## src/rtl/bits_pack_if.sv

```systemverilog
// Field-in / word-out bundle for the bit packer.
// The master drives fields and flush; the slave returns packed words.
interface bits_pack_if;
  logic        pushin;
  logic [3:0]  lenin;
  logic [14:0] datain;
  logic        flush;
  logic        pushout;
  logic [31:0] dataout;
  logic [5:0]  validout;

  modport master (
    output pushin, lenin, datain, flush,
    input  pushout, dataout, validout
  );

  modport slave (
    input  pushin, lenin, datain, flush,
    output pushout, dataout, validout
  );
endinterface

```

## src/rtl/bits_pack.sv

```systemverilog
// Packs 0..15-bit fields LSB-first into 32-bit words with registered outputs.
// A flush that coincides with a full word defers the residual by one cycle.
module bits_pack (
  input  logic        clk,
  input  logic        rst,
  bits_pack_if.slave  bus
);
  logic [46:0] acc_q, acc_d;
  logic [5:0]  fill_q, fill_d;
  logic        flush_pend_q, flush_pend_d;
  logic        pushout_q, pushout_d;
  logic [31:0] dataout_q, dataout_d;
  logic [5:0]  validout_q, validout_d;

  logic [14:0] field;
  logic [46:0] base_acc, acc_new;
  logic [5:0]  base_fill, t;

  always_comb begin
    field     = bus.datain & ((15'd1 << bus.lenin) - 15'd1);
    // A pending residual leaves this cycle, so new bits start at bit 0.
    base_acc  = flush_pend_q ? '0 : acc_q;
    base_fill = flush_pend_q ? 6'd0 : fill_q;
    acc_new   = base_acc;
    t         = base_fill;
    if (bus.pushin && bus.lenin != 4'd0) begin
      acc_new = base_acc | ({32'd0, field} << base_fill);
      t       = base_fill + {2'b00, bus.lenin};
    end

    acc_d        = acc_new;
    fill_d       = t;
    flush_pend_d = 1'b0;
    pushout_d    = 1'b0;
    dataout_d    = dataout_q;
    validout_d   = validout_q;

    if (flush_pend_q) begin
      pushout_d    = 1'b1;
      dataout_d    = acc_q[31:0];
      validout_d   = fill_q;
      flush_pend_d = bus.flush && (t != 6'd0);
    end else if (t >= 6'd32) begin
      pushout_d    = 1'b1;
      dataout_d    = acc_new[31:0];
      validout_d   = 6'd32;
      acc_d        = {32'd0, acc_new[46:32]};
      fill_d       = t - 6'd32;
      // Only defer when there are residual bits to send.
      flush_pend_d = bus.flush && (t != 6'd32);
    end else if (bus.flush && t != 6'd0) begin
      pushout_d    = 1'b1;
      dataout_d    = acc_new[31:0];
      validout_d   = t;
      acc_d        = '0;
      fill_d       = 6'd0;
    end
  end

  always_ff @(posedge clk or posedge rst) begin
    if (rst) begin
      acc_q        <= '0;
      fill_q       <= '0;
      flush_pend_q <= 1'b0;
      pushout_q    <= 1'b0;
      dataout_q    <= '0;
      validout_q   <= '0;
    end else begin
      acc_q        <= acc_d;
      fill_q       <= fill_d;
      flush_pend_q <= flush_pend_d;
      pushout_q    <= pushout_d;
      dataout_q    <= dataout_d;
      validout_q   <= validout_d;
    end
  end

  assign bus.pushout  = pushout_q;
  assign bus.dataout  = dataout_q;
  assign bus.validout = validout_q;
endmodule
```

## src/flat_wrapper.sv

```systemverilog
// flat-port wrapper written by rule: the top's interface ports become plain ports
module bits_pack_flat 
  (clk, rst, bus_pushin, bus_lenin, bus_datain, bus_flush, bus_pushout, bus_dataout, bus_validout);
  bits_pack_if bus_i ();
  input  logic clk;
  input  logic rst;
  input wire logic [$bits(bus_i.pushin)-1:0] bus_pushin;
  input wire logic [$bits(bus_i.lenin)-1:0] bus_lenin;
  input wire logic [$bits(bus_i.datain)-1:0] bus_datain;
  input wire logic [$bits(bus_i.flush)-1:0] bus_flush;
  output wire logic [$bits(bus_i.pushout)-1:0] bus_pushout;
  output wire logic [$bits(bus_i.dataout)-1:0] bus_dataout;
  output wire logic [$bits(bus_i.validout)-1:0] bus_validout;
  assign bus_i.pushin = bus_pushin;
  assign bus_i.lenin = bus_lenin;
  assign bus_i.datain = bus_datain;
  assign bus_i.flush = bus_flush;
  assign bus_pushout = bus_i.pushout;
  assign bus_dataout = bus_i.dataout;
  assign bus_validout = bus_i.validout;
  bits_pack u_core (.clk(clk), .rst(rst), .bus(bus_i));
endmodule
```

## config.mk

```make
export PLATFORM = sky130hd
export DESIGN_NAME = bits_pack_flat
export DESIGN_NICKNAME = d
export VERILOG_FILES = /design/src/rtl/bits_pack_if.sv /design/src/rtl/bits_pack.sv /design/src/flat_wrapper.sv
export SDC_FILE = /design/constraint.sdc
export NUM_CORES = 1
export LEC_CHECK = 0
export BUFFER_PORTS_ARGS = -buffer_cell sky130_fd_sc_hd__buf_2
export CAP_MARGIN = 20
export CORE_MARGIN = 2
export CORE_UTILIZATION = 33
export CTS_BUF_LIST = sky130_fd_sc_hd__clkbuf_16
export CTS_CLUSTER_DIAMETER = 60
export DETAILED_ROUTE_END_ITERATION = 16
export GPL_TIMING_DRIVEN = 0
export PLACE_DENSITY = 0.51
export SYNTH_ARGS = -nofsm -noshare
export SYNTH_HDL_FRONTEND = slang
export SYNTH_SLANG_ARGS = --single-unit
```

## constraint.sdc

```tcl
create_clock -name clk -period 3.8 [get_ports clk]
set_input_delay 0.76 -clock clk [delete_from_list [all_inputs] [get_ports clk]]
set_output_delay 0.76 -clock clk [all_outputs]
set_load 0.005 [all_outputs]
```

==> out/results.ini <==
[job]
drv_cap = 0

[global_route]
antenna_found_initial = 1
grt_pass1_wl_mm = 35.8
grt_pass1_vias = 6187
grt-ovfl-total = 0
grt_use_total = 0.235
grt_max_degree = 72

[cells_and_area]
final.fill_count = 1927
fin_nets = 821
final_layout_size_suffix_gt1_frac = 0.199
diodes = 0
synthToLayoutAreaGrowth_pct = 16.7

[worst_setup_path]
r2r_end = u_core.acc_q[0]
path_class = in -> reg
endpoint_kind = flop
cp.required_ns = 4.02
cp-startpoint = bus_lenin[2]
reg2reg_from = u_core.flush_pend_q
cp-start-kind = primary input
path_max_fanout = 10
endpoint = u_core.acc_q[1]
cp.arrival_ns = 3.85
reg2reg_slack_ns = 0.21
r2r_cells = 12

[sta]
relSlewSlack = 0.364
max_clock_freq_mhz = 275
skew_ns = 0.0115
timing.final.crit_share = 0.957
rsz0062_at_grt = false
fin_hold_ws_ns = 0.366
fin_crit_ns = 3.64
setup_viol = 0
hold_viol = 0
slew_violations = 0
tightest_slew_ns = 0.939

[logic_synthesis]
synth_edf_count = 0
synth_top_area_cell = dfrtp_1
ys_warn_count = 0
synthTopCellsByArea = dfrtp_1 (38%), a21oi_1 (5.0%), nor2_1 (4.8%), nand2_1 (4.7%), o211ai_1 (2.3%)
synth.net_count = 745
synthCells = 716
ys_seq_area_frac = 0.383
yosys_most_used_dff = dfrtp_1
synth_cell_types = 87
yosysMostFrequentCell = dfrtp_1
synth_top_area_share = 0.383
synthTopCellsByCount = dfrtp_1 (93), nor2_1 (78), nand2_1 (76), a21oi_1 (61), o21ai_0 (27)
synth_seq_cells = 93
synth.avg_cell_area_um2 = 8.48
async_reset_ff_frac = 1.00
synth_area_mm2 = 0.00607

[cts]
clock-sinks = 93
worst_setup_hold_path_clk_slew_ns = 0.07
clk_latency_ns = 0.36
tritoncts = yes
cts_buffer_depth = 2
cts-buffers-inserted = 9
h-tree-depth = 3
root_buffer = clkbuf_16

[placement]
dpl.hpwl_mm = 17.4
globalplace.congestion = 0.949
io_buffer_count = 61

[power]
vdd_ir_drop_max_mv = 0.326
cellPowerDensity_mw_per_mm2 = 788
p_leak_nw = 2.98
power.total_mw = 5.59

[drt]
wl_met3_mm = 1.36
wl_met2_mm = 10.7
vias = 6282
dr.max_layer_used = met4
first_pass_iters = 5
antenna_left = 0
totalWireLength_mm = 23.0
drt-initial-drc-count = 702
wl_per_cell_um = 22.4
viasPerCell = 6.12
wl_met1_mm = 10.5
route.detailed.drc = 0

[floorplanning]
ioPinCount = 62
die_h_um = 140
core_mm2 = 0.0180
fp.dieArea_mm2 = 0.0195
rows = 49
start_util = 0.337
die_x_um = 140

[run_status]
status = complete, no violations

[min_path]
min_path_type = in -> async

## cells in the final DEF (no fill, tap or decap), drive strengths merged, types with 4 or more instances in the layout
cell,Yosys,final
a211oi,10,10
a21oi,62,62
a221oi,11,11
a22oi,13,13
a31oi,17,17
a32o,4,4
a32oi,11,11
and2,4,4
buf,32,99
clkbuf,20,27
clkinv,1,4
dfrtp,93,93
ha,5,5
inv,21,24
mux2i,7,7
nand2,77,77
nand2b,17,17
nand3,26,26
nand4,10,10
nor2,78,78
nor2b,7,7
nor3,17,17
o2111ai,7,7
o211ai,21,21
o21a,4,4
o21ai,45,45
o221ai,6,6
o22ai,16,16
o31ai,5,5
o32ai,4,4
or2,6,6
## flip-flops by register name, indices dropped and copies added, names as in the netlist
register and flops:
u_core.acc_q 47, u_core.bus.dataout 32, u_core.bus.validout 6, u_core.fill_q 6
u_core.bus.pushout 1, u_core.flush_pend_q 1
## critical path, cell delays in order
cell and delay (ns):
buf_2 0.12, buf_6 0.13, buf_6 0.14, nor3_2 0.16, nand2b_1 0.09, ha_1 0.26
buf_4 0.19, buf_2 0.20, o21a_1 0.14, o2111ai_1 0.26, nand4_1 0.34, a31oi_1 0.29
o22ai_1 0.18, a222oi_1 0.45, o22ai_1 0.13
## cell type report
class | instances | area (µm²) | area share
well taps | 229 | 287 | 0.0404
repair buffers | 67 | 383 | 0.0540
multi-input cells | 549 | 3450 | 0.487
clock inverters | 7 | 36.3 | 0.00512
plain buffers | 50 | 294 | 0.0415
inverters | 22 | 85.1 | 0.0120
clock buffers | 9 | 225 | 0.0318
flip-flops and latches | 93 | 2330 | 0.328
## worst min-delay path by stage
stage                                     start                      to  slack [ns]  cells after the start
after floorplan                u_core.acc_q[16]        u_core.acc_q[16]        0.44                      2
after global placement    u_core.bus.dataout[8]   u_core.bus.dataout[8]        0.46                      2
after detailed placement       u_core.acc_q[16]        u_core.acc_q[16]        0.46                      2
after CTS                                   rst  u_core.bus.validout[5]        0.38                      2
after global routing                        rst  u_core.bus.validout[5]        0.38                      2
final                                       rst  u_core.bus.validout[5]        0.37                      2
## per-layer routing
layer | GRT usage | vias up
met4 | 0.0700 | 0
li1 | - | 2846
met2 | 0.370 | 253
met5 | 0 | -
met3 | 0.0420 | 37
met1 | 0.331 | 3146
## per-stage QoR
stage | std cells | cell area, µm² | worst slack (ns) | util | TNS, ns
6_report | 1026 | 7090 | 0.162 | 0.393 | 0
5_1_grt | 1026 | 7090 | 0.00303 | 0.393 | 0
4_1_cts | 1024 | 7000 | 0.0238 | 0.388 | 0
3_5_place_dp | 1008 | 6700 | -0.481 | 0.372 | -19.70
3_3_place_gp | 1006 | 6670 | -0.553 | 0.370 | -68.03
2_1_floorplan | 716 | 6070 | 0.400 | - | 0
## where the power goes
group	total, mW	switching (mW)	internal, mW
combinational	3.30	2.28	1.02
sequential	1.47	0.171	1.30
clock	0.817	0.383	0.434
total	5.59	2.83	2.76
## cell families (layout without fill, tap and decap cells)
group | count (synthesis) | count (layout) | share of synthesized area
fa+ha+maj | 6 | 6 | 0.0136
buf+inv | 74 | 155 | 0.0606
mux | 9 | 9 | 0.0152
compound gates | 270 | 270 | 0.314
simple gates | 259 | 259 | 0.207
flops | 93 | 93 | 0.383
xor+xnor | 4 | 4 | 0.00577
other cells | 1 | 1 | 0.000617
## what timing repair did
action / 4_1_cts / 5_1_grt
buffers inserted: 2 / 2
resized for setup: 5 / 17
hold buffers: 0 / 0
pin swaps: 1 / 0
setup endpoints to repair: 80 / 79
(Power assumes the default switching activity.)
